## src/rtl/jolt_fetch_queue.sv

```systemverilog
// Instruction fetch queue for the jolt core.
// Boots by reading a start PC from a pointer halfword, then streams halfwords into a small
// circular queue and hands complete 16- or 32-bit instructions to the decoder. Redirects
// and interrupts flush the queue; an interrupt re-enters the vector read through the
// interrupt pointer and reports the PC of the first instruction not yet delivered.
module jolt_fetch_queue #(
    parameter int unsigned        ADDR_W         = 16,
    parameter int unsigned        DEPTH          = 4,
    parameter logic [ADDR_W-1:0]  RESET_PTR_ADDR = ADDR_W'(16'h0000),
    parameter logic [ADDR_W-1:0]  INT_PTR_ADDR   = ADDR_W'(16'h0002),
    parameter logic [15:0]        LONG_MASK      = 16'hF000,
    parameter logic [15:0]        LONG_MATCH     = 16'hF000
) (
    input  logic              clk,
    input  logic              reset,
    input  logic              data_ready,
    input  logic [15:0]       temp_data_in,
    output logic [ADDR_W-1:0] data_inout_addr,
    output logic              data_acc_sz,
    output logic              data_inout_we,
    output logic              req_rdwr,
    input  logic              interrupt,
    input  logic              ints_enabled,
    input  logic              redirect,
    input  logic [ADDR_W-1:0] redirect_addr,
    input  logic              instr_ready,
    output logic              instr_valid,
    output logic [15:0]       instr_hi,
    output logic [15:0]       instr_lo,
    output logic              instr_is_32,
    output logic [ADDR_W-1:0] instr_pc,
    output logic              int_taken,
    output logic [ADDR_W-1:0] int_ret_addr
);

    localparam int unsigned PtrW = $clog2(DEPTH);
    localparam int unsigned CntW = PtrW + 1;
    localparam logic [CntW-1:0] DepthC = CntW'(DEPTH);

    typedef enum logic [1:0] {
        ST_IDLE,
        ST_VEC_RD,
        ST_FETCH
    } state_e;

    state_e             state_q, state_d;
    logic               vec_is_int_q, vec_is_int_d;
    logic [ADDR_W-1:0]  fetch_pc_q, fetch_pc_d;
    logic [ADDR_W-1:0]  int_ret_addr_q, int_ret_addr_d;
    logic               int_taken_q, int_taken_d;
    logic [PtrW-1:0]    rd_ptr_q, rd_ptr_d;
    logic [PtrW-1:0]    wr_ptr_q, wr_ptr_d;
    logic [CntW-1:0]    count_q, count_d;
    logic [15:0]        q_data_q [DEPTH];
    logic [15:0]        q_data_d [DEPTH];
    logic [ADDR_W-1:0]  q_addr_q [DEPTH];
    logic [ADDR_W-1:0]  q_addr_d [DEPTH];

    logic               int_req;
    logic [PtrW-1:0]    rd_ptr_nxt;
    logic [15:0]        head_hw;
    logic [15:0]        head_lo_hw;
    logic               head_is_32;
    logic               head_complete;
    logic               push;
    logic               flush;
    logic [1:0]         pop_n;

    assign int_req       = interrupt && ints_enabled;
    assign rd_ptr_nxt    = rd_ptr_q + PtrW'(1);
    assign head_hw       = q_data_q[rd_ptr_q];
    assign head_lo_hw    = q_data_q[rd_ptr_nxt];
    assign head_is_32    = (head_hw & LONG_MASK) == LONG_MATCH;
    assign head_complete = head_is_32 ? (count_q >= CntW'(2)) : (count_q >= CntW'(1));

    assign instr_hi     = head_hw;
    assign instr_lo     = head_is_32 ? head_lo_hw : 16'h0000;
    assign instr_is_32  = head_is_32;
    assign instr_pc     = q_addr_q[rd_ptr_q];
    assign int_ret_addr = int_ret_addr_q;
    assign int_taken    = int_taken_q && !reset;
    assign data_acc_sz  = 1'b1;
    assign data_inout_we = 1'b0;

    // State register and control/pointer flops; reset dominates every other event.
    always_ff @(posedge clk) begin
        if (reset) begin
            state_q        <= ST_IDLE;
            vec_is_int_q   <= 1'b0;
            fetch_pc_q     <= '0;
            int_ret_addr_q <= '0;
            int_taken_q    <= 1'b0;
            rd_ptr_q       <= '0;
            wr_ptr_q       <= '0;
            count_q        <= '0;
        end else begin
            state_q        <= state_d;
            vec_is_int_q   <= vec_is_int_d;
            fetch_pc_q     <= fetch_pc_d;
            int_ret_addr_q <= int_ret_addr_d;
            int_taken_q    <= int_taken_d;
            rd_ptr_q       <= rd_ptr_d;
            wr_ptr_q       <= wr_ptr_d;
            count_q        <= count_d;
        end
    end

    // Queue storage; contents are only meaningful below count, so no reset needed.
    always_ff @(posedge clk) begin
        q_data_q <= q_data_d;
        q_addr_q <= q_addr_d;
    end

    // Next-state logic: redirect beats interrupt, and neither applies while idle.
    always_comb begin
        state_d      = state_q;
        vec_is_int_d = vec_is_int_q;
        unique case (state_q)
            ST_IDLE: begin
                state_d      = ST_VEC_RD;
                vec_is_int_d = 1'b0;
            end
            ST_VEC_RD: begin
                if (redirect || data_ready) begin
                    state_d = ST_FETCH;
                end
            end
            ST_FETCH: begin
                if (redirect) begin
                    state_d = ST_FETCH;
                end else if (int_req) begin
                    state_d      = ST_VEC_RD;
                    vec_is_int_d = 1'b1;
                end
            end
            default: begin
                state_d = ST_IDLE;
            end
        endcase
    end

    // Bus and handshake outputs; request depends only on registered occupancy.
    always_comb begin
        req_rdwr        = 1'b0;
        instr_valid     = 1'b0;
        data_inout_addr = RESET_PTR_ADDR;
        if (!reset) begin
            unique case (state_q)
                ST_VEC_RD: begin
                    req_rdwr        = 1'b1;
                    data_inout_addr = vec_is_int_q ? INT_PTR_ADDR : RESET_PTR_ADDR;
                end
                ST_FETCH: begin
                    req_rdwr        = count_q < DepthC;
                    data_inout_addr = fetch_pc_q;
                    instr_valid     = head_complete && !int_req;
                end
                default: begin
                end
            endcase
        end
    end

    // Datapath: PC, push/pop bookkeeping, flush on redirect or interrupt entry.
    always_comb begin
        fetch_pc_d     = fetch_pc_q;
        int_ret_addr_d = int_ret_addr_q;
        int_taken_d    = 1'b0;
        flush          = 1'b0;
        push           = 1'b0;
        pop_n          = 2'd0;
        unique case (state_q)
            ST_VEC_RD: begin
                if (redirect) begin
                    flush      = 1'b1;
                    fetch_pc_d = redirect_addr;
                end else if (data_ready) begin
                    fetch_pc_d  = ADDR_W'(temp_data_in);
                    int_taken_d = vec_is_int_q;
                end
            end
            ST_FETCH: begin
                if (redirect) begin
                    flush      = 1'b1;
                    fetch_pc_d = redirect_addr;
                end else if (int_req) begin
                    flush          = 1'b1;
                    int_ret_addr_d = (count_q != '0) ? q_addr_q[rd_ptr_q] : fetch_pc_q;
                end else begin
                    if (req_rdwr && data_ready) begin
                        push       = 1'b1;
                        fetch_pc_d = fetch_pc_q + ADDR_W'(2);
                    end
                    if (instr_valid && instr_ready) begin
                        pop_n = head_is_32 ? 2'd2 : 2'd1;
                    end
                end
            end
            default: begin
            end
        endcase

        q_data_d = q_data_q;
        q_addr_d = q_addr_q;
        if (push) begin
            q_data_d[wr_ptr_q] = temp_data_in;
            q_addr_d[wr_ptr_q] = fetch_pc_q;
        end

        if (flush) begin
            rd_ptr_d = '0;
            wr_ptr_d = '0;
            count_d  = '0;
        end else begin
            rd_ptr_d = rd_ptr_q + PtrW'(pop_n);
            wr_ptr_d = wr_ptr_q + PtrW'(push);
            count_d  = count_q + CntW'(push) - CntW'(pop_n);
        end
    end

endmodule

```

## config.mk

```make
export PLATFORM = sky130hd
export DESIGN_NAME = jolt_fetch_queue
export DESIGN_NICKNAME = d
export VERILOG_FILES = /design/src/rtl/jolt_fetch_queue.sv
export SDC_FILE = /design/constraint.sdc
export NUM_CORES = 1
export LEC_CHECK = 0
export BUFFER_PORTS_ARGS = -buffer_cell sky130_fd_sc_hd__buf_2
export CAP_MARGIN = 30
export CELL_PAD_IN_SITES_DETAIL_PLACEMENT = 2
export CELL_PAD_IN_SITES_GLOBAL_PLACEMENT = 2
export CORE_MARGIN = 2
export CORE_UTILIZATION = 36
export DETAILED_ROUTE_END_ITERATION = 7
export PLACE_DENSITY_LB_ADDON = 0.1
export SLEW_MARGIN = 20
export SYNTH_ARGS = -nofsm -noshare
export SYNTH_HDL_FRONTEND = slang
export SYNTH_SLANG_ARGS = --single-unit
```

## constraint.sdc

```tcl
create_clock -name clk -period 3.9 [get_ports clk]
set_input_delay 0.195 -clock clk [delete_from_list [all_inputs] [get_ports clk]]
set_output_delay 0.195 -clock clk [all_outputs]
set_load 0.01 [all_outputs]
```

==> impl_results.md, run 1 <==
- Slowest cell on crit path: fa_1
- Worst VDD drop: 307 µV
- Top Family by Delay on Critical Path: adder cells
- Library cells used by synthesis: 54
- Cts bufs inserted: 17
- Seq/Total Area, Yosys: 60.2%
- DR pass1 iterations: 5
- Prevailing post-synth register cell: edfxtp_1
- Via count: 5231
- Initial antenna violation count: 0
- Antenna cells: 0
- Vias in the first global route: 5770
- TNS Setup: 0 ps
- Clock buffer depth: 2
- Hold Vio Cnt, Final: 0
- Max_slew headroom: 50.6%
- Clock Sink Count: 171
- Initial drt markers: 408
- GPL Wtd Cong: 0.828
- Vias per inst: 5.47
- Warnings from Yosys: 0
- CTS tree: done
- First-pass GRT wire length: 35.8 mm
- CP cell instances: inv_1, ha_1, nor2b_1, buf_4, nand4_1, or3_1, ha_1, fa_1, xnor2_1, xnor2_1, nor2_1
- Tcrit/Tclk final: 76.0%
- Clock Tree Root: clkbuf_16
- Die height: 151 µm
- # rows: 53
- GRT Util Overall: 21.4%
- Largest net degree at the start of global routing: 38
- Layout cells sized above 1: 33.5%
- Most common cell after layout, fill and taps aside: edfxtp_1
- Synthesized area per cell: 14.3 µm²
- Max-slew violation count: 0
- H-tree levels: 4
- Clock-pin slew on the worst setup and hold paths: 70 ps
- Half-perimeter wire length after placement: 16.3 mm
- Post-synth EDFFs: 128
- CP bufs+invs: 2
- Routed wire length: 23.2 mm
- # Max-Cap Violations: 0
- Area of the die: 22900 µm²
- Wire length per cell: 24.3 µm
- Status: complete, no violations
- Starting Density: 36.9%
- Worst path arrival time: 3280 ps
- Max incr delay on CP: 460 ps
- Core area: 21200 µm²
- Nets: 716
- DR DRC count: 0
- Clock Skew: 7.86 ps
- Most frequent cells in the layout: 128 x edfxtp_1, 122 x buf_2, 48 x mux4_2
- Post-CTS Setup Inserts: 0
- CTS resizes: 0
- LEAKAGE: 0.00329 µW
- RSZ-0062 raised after global routing: false
- Total power: 4260 µW
- Endpoint class of the critical path: flop
- Cell Area, Synth: 7810 µm²
- Final setup viols: 0
- Cell count after synthesis: 547
- Post-route cell area: 9290 µm²
- I/O Buffers: 122
- Worst-Margin Slew: 738 ps
- Ports: 125
- Synthesized flop and latch total: 171
- Pwr/cell area: 458 nW/µm²
- Hold-fix buffers, CTS: 0
- Minimum clock period: 2960 ps
- Required time worst endpoint: 4220 ps
- CP Max Fanout: 17
- Final core occ: 43.9%
- ANT nets after route: 0
- Post-DP Area: 8740 µm²
- CP Class: reg2reg
- Syn_nets: 595
- Synth async-reset ratio: 0%
- Area delta synth->final: 19.0%
- Skew-Pair Late Insertion Delay: 430 ps
- Startpoint Class: flop
- Max frequency: 338 MHz
- Die outline width: 151 µm
- Grt ovf: 0
- Worst min path class: in2reg
## cells in the mapped netlist, types with 3 or more instances
library cell / instances / area share (%)
a31oi_1: 4 / 0.32
a211oi_1: 19 / 1.8
and2_1: 18 / 1.4
nor2_1: 40 / 1.9
inv_1: 7 / 0.34
nor4b_1: 3 / 0.34
o211ai_1: 3 / 0.29
and2b_1: 9 / 0.87
a22o_1: 4 / 0.45
nand4_1: 3 / 0.24
a222oi_1: 5 / 0.64
nand2_1: 28 / 1.3
o21ai_0: 16 / 1.0
mux4_2: 48 / 14
a21oi_1: 24 / 1.5
xnor2_1: 5 / 0.56
mux2i_1: 19 / 2.4
buf_4: 7 / 0.67
ha_1: 8 / 1.3
nor3_1: 7 / 0.45
edfxtp_1: 128 / 49
nand3_1: 8 / 0.51
nand2b_1: 9 / 0.72
and3_1: 6 / 0.48
clkbuf_1: 18 / 0.87
dfxtp_1: 43 / 11
nor2b_1: 14 / 1.1
or3_1: 4 / 0.32
buf_2: 9 / 0.58
## power by group
| group | internal (µW) | total (µW) | leakage [µW] | switching, µW |
|---|---|---|---|---|
| clock network | 879 | 1610 | 0.000263 | 733 |
| logic | 168 | 462 | 0.00152 | 294 |
| registers | 2050 | 2180 | 0.00151 | 136 |
| total | 3090 | 4260 | 0.00329 | 1160 |
## per-layer routing
layer  vias to the layer above  GRT usage [%]  routed length (µm)
li1                       2359              -                   -
met4                         0           5.42                 241
met1                      2719           29.1               10300
met3                        24           3.49                 983
met5                         -              0                   0
met2                       129           35.9               11700
## final timing paths
path                                      to  cells after the start  slack (ps)        startpoint
worst max-delay path              count_q[2]                     11         940        state_q[0]
worst min-delay path            q_data_q[59]                      1          20  temp_data_in[11]
worst min register to register   int_taken_q                      2         480      vec_is_int_q
worst max register to register    count_q[2]                     11         940        state_q[0]
## kinds of logic (layout without fill, tap and decap cells)
kind of cell	count (synthesis)	count (layout)	share of synthesized area, %
DFF	171	171	60.2
muxes	69	69	16.6
other	2	2	0.0962
buffers and inverters	46	180	2.88
adders and majority gates	9	9	1.54
and+or+nand+nor	155	155	10.4
AOI/OAI and AO/OA	90	90	7.74
xor gates and xnor gates	5	5	0.561
## layout make-up
cell class                      count  area (µm²)
Multi-Input combinational cell    330        2910
Sequential cell                   171        4710
Clock buffer                       18         429
Fill cell                        2102       11900
Inverter                            8        30.0
Timing Repair Buffer              140         746
Clock inverter                     14         123
Tap cell                          275         344
## sequential cells by signal, indices dropped and copies added (netlist names)
name and cells:
int_ret_addr 16, rd_ptr_q 2, fetch_pc_q 16, state_q 2, vec_is_int_q 1, wr_ptr_q 2, count_q 3, q_addr_q 64
int_taken_q 1, q_data_q 64
## per-stage QoR
stage,cells,hold slack (ps),setup WS (ps)
floorplan,547,294,661
global placement,924,452,1030
detailed placement,924,464,902
CTS,956,11.4,894
global route,956,6.32,667
finish,956,20.2,937
Power figures use the tool's default switching activity.
==> run 2, diff against run 1 <==
clock period = 2.5 ns   (was 3.9 ns; I/O delays follow)
==> run 2 against run 1 <==
Net effect:
- combinational power rose by 100%
- via count grew 5.2%
- critical path depth is 4 lower
- sequential share of layout area shrank 3.1 points
- core utilization rose by 2.9 points
- largest power group unchanged
- largest cell class unchanged
- count of clock-buffer cells in the layout is 1 higher
==> impl_results.md, run 2 (same netlist as run 1, synthesis figures left out) <==
- Endpoint class of the critical path: output pin (was flop)
- Die outline width: 151 µm (unchanged)
- Area of the die: 22900 µm² (unchanged)
- Register Area: 4710 µm² (about the same)
- Vias per inst: 5.48 (was 5.47)
- Worst min path class: in2reg (unchanged)
- DR pass1 iterations: 5 (unchanged)
- Ports: 125 (unchanged)
- GRT Util Overall: 21.9% (was 21.4%)
- TNS Setup: 0 ps (unchanged)
- Vias in the first global route: 6077 (was 5770)
- LEAKAGE: 0.00356 µW (was 0.00329 µW)
- Nets: 765 (was 716)
- Clock Skew: 14.0 ps (was 7.86 ps)
- Clock-pin slew on the worst setup and hold paths: 70 ps (about the same)
- Most common cell after layout, fill and taps aside: edfxtp_1 (unchanged)
- Half-perimeter wire length after placement: 17.0 mm (was 16.3 mm)
- WHS: 30.3 ps (was 20.2 ps)
- H-tree levels: 4 (unchanged)
- ANT nets after route: 0 (unchanged)
- Worst path arrival time: 2310 ps (was 3280 ps)
- CP cell instances: mux4_2, nand4_4, buf_4, buf_4, nand2_1, a21oi_1, buf_2 (was inv_1, ha_1, nor2b_1, buf_4, nand4_1, or3_1, ha_1, fa_1, xnor2_1, xnor2_1, nor2_1)
- Crit path top cell by count: buf_4
- Post-Place Worst Slack: -106 ps (was 902 ps)
- Worst VDD drop: 461 µV (was 307 µV)
- # fillers: 2050 (was 2102)
- Dpl cells: 954 (was 924)
- CP Max Fanout: 8 (was 17)
- Area of the multi-input gates: 3000 µm² (was 2910 µm²)
- Largest regs: q_addr_q: 64 flops, q_data_q: 64 flops (unchanged)
- Routed wire length: 24.4 mm (was 23.2 mm)
- Minimum clock period: 2440 ps
- Slowest cell on crit path: mux4_2 (was fa_1)
- Worst-Margin Slew: 697 ps (was 738 ps)
- Tcrit/Tclk final: 97.4%
- Skew-Pair Late Insertion Delay: 430 ps (about the same)
- Clock Tree Root: clkbuf_16 (unchanged)
- Core area: 21200 µm² (unchanged)
- Status: complete, no violations (unchanged)
- Final setup viols: 0 (unchanged)
- DR DRC count: 0 (unchanged)
- Required time worst endpoint: 2380 ps (was 4220 ps)
- Startpoint Class: flop (unchanged)
- Hold Vio Cnt, Final: 0 (unchanged)
- Pwr/cell area: 699 nW/µm² (was 458 nW/µm²)
- CP bufs+invs: 3 (was 2)
- Layout cells sized above 1: 38.1% (was 33.5%)
- I/O Buffers: 122 (unchanged)
- Clock Sink Count: 171 (unchanged)
- Grt ovf: 0 (unchanged)
- CTS tree: done (unchanged)
- Wire length per cell: 24.3 µm (about the same)
- Clock buffer depth: 2 (unchanged)
- GPL Wtd Cong: 0.789 (was 0.828)
- CP Class: reg2out (was reg2reg)
- Max-slew violation count: 0 (unchanged)
- Largest net degree at the start of global routing: 36 (was 38)
- Area delta synth->final: 26.9% (was 19.0%)
- First-pass GRT wire length: 36.6 mm (was 35.8 mm)
- Final worst slack: 65.0 ps (was 937 ps)
- Initial drt markers: 237 (was 408)
- Top Family by Delay on Critical Path: multiplexers (was adder cells)
- RSZ-0062 raised after global routing: true (was false)
- Starting Density: 36.9% (unchanged)
- # Max-Cap Violations: 0 (unchanged)
- Post-Layout Cell Count: 1005 (was 956)
- Max incr delay on CP: 560 ps (was 460 ps)
- Max_slew headroom: 53.2% (was 50.6%)
- Max frequency: 411 MHz
- Most frequent cells in the layout: 128 x edfxtp_1, 122 x buf_2, 48 x mux4_2 (unchanged)
- Via count: 5505 (was 5231)
- Die height: 151 µm (unchanged)
- Cts bufs inserted: 17 (unchanged)
- Initial antenna violation count: 0 (unchanged)
- # rows: 53 (unchanged)
- Antenna cells: 0 (unchanged)
[run 2: cell types whose count changed in the layout (fill, tap and decap cells not counted), moves of 3 or more]
cell           change
dlygate4sd3_1     +16
ha_1               -3
buf_12             +7
buf_4             +25
clkinv_4           -5
ha_4               +3
[run 2: worst paths after layout]
path | from | to | slack (ps) | cells past startpoint
hold / removal | data_ready | int_taken_q | 30 | 2
setup / recovery | rd_ptr_q[0] | instr_valid | 60 | 7
hold reg to reg | int_ret_addr[13] | int_ret_addr[13] | 500 | 2
setup reg to reg | rd_ptr_q[0] | count_q[2] | 80 | 8
[run 2: area by class of cell]
cell class                      count  share of cell area (%)
Clock buffer                       19                    4.47
Clock inverter                     13                    1.40
Inverter                            8                   0.303
Multi-Input combinational cell    330                    30.2
Sequential cell                   171                    47.6
Tap cell                          275                    3.47
Timing Repair Buffer              189                    12.6
[run 2: power by group]
part	switching, µW	internal, µW	total, µW	leakage, µW
clock network	1140	1500	2650	0.000274
logic	578	368	945	0.00177
registers	147	3190	3340	0.00152
[run 2: repair_timing]
| item | in CTS | in global routing |
|---|---|---|
| hold buffers | 15 | 1 |
| resized for setup | 7 | 5 |
| pin swaps | 2 | 2 |
| setup endpoints to repair | 3 | 20 |
| buffers inserted | 1 | 2 |
| endpoints found under the hold margin | 60 | 4 |
| gates cloned | 0 | 0 |
[run 2: stage by stage]
| step | power [µW] | cell area [µm²] | util [%] |
|---|---|---|---|
| global placement | 4260 | 9090 | 43.0 |
| finish | 6930 | 9910 | 46.9 |
| floorplan | 3870 | 7880 | - |
| global route | 7210 | 9910 | 46.9 |
| CTS | 7000 | 9870 | 46.7 |
| detailed placement | 4320 | 9090 | 43.0 |
[run 2: layer usage]
layer	global-route usage (%)	up-vias	wire, µm
li1	-	2457	-
met1	29.2	2911	10900
met2	38.0	113	12500
met3	2.86	24	695
met4	5.70	0	296
met5	0	-	0
==> run 3, diff against run 2 <==
RECOVER_POWER = 25   (was default)
==> run 3 against run 2 <==
Net effect:
- count of clock-buffer cells in the layout is the same
- final area shrank 0.32%
- clock skew is essentially flat
- largest power group unchanged
==> impl_results.md, run 3 (same netlist as run 1, synthesis figures left out) <==
- Dpl cells: 954 (unchanged)
- Hold_sp: data_ready (unchanged)
- Routed wire length: 24.3 mm (was 24.4 mm)
- Half-perimeter wire length after placement: 17.0 mm (unchanged)
- First-pass GRT wire length: 36.6 mm (unchanged)
- CTS tree: done (unchanged)
- # Max-Cap Violations: 0 (unchanged)
- Slowest cell on crit path: mux4_2 (unchanged)
- Core area: 21200 µm² (unchanged)
- Worst Reg2Reg Path Length in Cells: 8 (unchanged)
- Reg2reg setup slack: 80 ps (about the same)
- Starting Density: 36.9% (unchanged)
- Max incr delay on CP: 560 ps (about the same)
- Largest net degree at the start of global routing: 36 (unchanged)
- Crit path top cell by count: buf_4 (unchanged)
- Pwr/cell area: 700 nW/µm² (was 699 nW/µm²)
- Die height: 151 µm (unchanged)
- ANT nets after route: 0 (unchanged)
- Clock Sink Count: 171 (unchanged)
- CP Class: reg2out (unchanged)
- Cts bufs inserted: 17 (unchanged)
- Antenna cells: 0 (unchanged)
- Vias per inst: 5.49 (was 5.48)
- Worst min path class: in2reg (unchanged)
- Skew-Pair Late Insertion Delay: 430 ps (about the same)
- Grt ovf: 0 (unchanged)
- Layout cells sized above 1: 35.5% (was 38.1%)
- Most frequent cells in the layout: 128 x edfxtp_1, 106 x buf_2, 48 x mux4_2 (was 128 x edfxtp_1, 122 x buf_2, 48 x mux4_2)
- Worst path arrival time: 2320 ps (was 2310 ps)
- Tcrit/Tclk final: 97.7% (was 97.4%)
- Total power: 6920 µW (was 6930 µW)
- Status: complete, no violations (unchanged)
- Startpoint Class: flop (unchanged)
- GRT Util Overall: 21.9% (unchanged)
- Wire length per cell: 24.2 µm (was 24.3 µm)
- Worst VDD drop: 461 µV (about the same)
- H-tree levels: 4 (unchanged)
- DR DRC count: 0 (unchanged)
- Final setup viols: 0 (unchanged)
- Worst-Margin Slew: 688 ps (was 697 ps)
- Clock Skew: 13.8 ps (was 14.0 ps)
- I/O Buffers: 122 (unchanged)
- Max frequency: 409 MHz (was 411 MHz)
- RSZ-0062 raised after global routing: true (unchanged)
- Post-Place Worst Slack: -106 ps (unchanged)
- Post-Layout Cell Count: 1005 (unchanged)
- Endpoint class of the critical path: output pin (unchanged)
- CP cell instances: mux4_2, nand4_4, buf_4, buf_4, nand2_1, a21oi_1, buf_2 (unchanged)
- Initial antenna violation count: 0 (unchanged)
- Worst setup startpoint: rd_ptr_q[0] (unchanged)
- Vias in the first global route: 6077 (unchanged)
- Clock Tree Root: clkbuf_16 (unchanged)
- Max-slew violation count: 0 (unchanged)
- Ports: 125 (unchanged)
- LEAKAGE: 0.00351 µW (was 0.00356 µW)
- Initial drt markers: 249 (was 237)
- Minimum clock period: 2440 ps (about the same)
- Hold Vio Cnt, Final: 0 (unchanged)
- GPL Wtd Cong: 0.789 (unchanged)
- Final worst slack: 57.7 ps (was 65.0 ps)
- Area delta synth->final: 26.5% (was 26.9%)
- Required time worst endpoint: 2380 ps (about the same)
- DR pass1 iterations: 5 (unchanged)
- Clock-pin slew on the worst setup and hold paths: 70 ps (about the same)
- # fillers: 2056 (was 2050)
- # rows: 53 (unchanged)
- Area of the die: 22900 µm² (unchanged)
- Post-DP Area: 9090 µm² (unchanged)
- CP Max Fanout: 8 (unchanged)
- Die outline width: 151 µm (unchanged)
- Via count: 5517 (was 5505)
- Most common cell after layout, fill and taps aside: edfxtp_1 (unchanged)
- RR Startpoint: rd_ptr_q[0] (unchanged)
- Nets: 765 (unchanged)
- Post-route cell area: 9880 µm² (was 9910 µm²)
- Clock buffer depth: 2 (unchanged)
- Largest regs: q_addr_q: 64 flops, q_data_q: 64 flops (unchanged)
- Hold path depth: 2 (unchanged)
- Final core occ: 46.7% (was 46.9%)
- Max_slew headroom: 53.8% (was 53.2%)
-- run 3: final cells by class --
class / count / area [µm²] / area share, %
flip-flops and latches: 171 / 4710 / 47.7
multi-input cells: 330 / 3000 / 30.3
repair buffers: 189 / 1210 / 12.3
clock buffers: 19 / 443 / 4.48
well taps: 275 / 344 / 3.48
clock inverters: 13 / 139 / 1.41
inverters: 8 / 30.0 / 0.304
-- run 3: metal layers --
| metal | vias to the layer above | routed length [µm] | GRT usage, % |
|---|---|---|---|
| met3 | 24 | 721 | 2.86 |
| li1 | 2458 | - | - |
| met2 | 120 | 12500 | 38.0 |
| met4 | 0 | 296 | 5.70 |
| met5 | - | 0 | 0 |
| met1 | 2915 | 10800 | 29.2 |
-- run 3: stage by stage --
step | setup TNS (ps) | hold WS, ps
2_1_floorplan | 0 | 224
3_3_place_gp | -39.1 | 363
3_5_place_dp | -106 | 383
4_1_cts | 0 | 1.27
5_1_grt | -31.4 | 26.1
6_report | 0 | 30.6
-- run 3: worst paths after layout --
| path | to |
|---|---|
| setup / recovery | instr_valid |
| setup reg to reg | count_q[2] |
| hold reg to reg | int_ret_addr[13] |
| hold / removal | int_taken_q |
-- run 3: worst max-delay path, delay by kind of cell, from the launching register on --
kind	cells	cell delay [ps]
multiplexers	1	560
AO/OA/AOI/OAI	1	290
AND/OR/NAND/NOR	2	200
buffers and inverters	3	420
flip-flops	1	420
-- run 3: power by group --
group | switching [µW] | internal, µW
combinational | 577 | 355
clock | 1140 | 1500
sequential | 147 | 3190
-- run 3: repair_timing --
| item | 4_1_cts | 5_1_grt |
|---|---|---|
| endpoints found under the setup margin | 3 | 20 |
| cloned | 0 | 0 |
| resized for setup | 7 | 5 |
| hold buffers | 15 | 1 |
| buffers inserted | 1 | 2 |
| pin swaps | 2 | 2 |
| endpoints found under the hold margin | 60 | 4 |
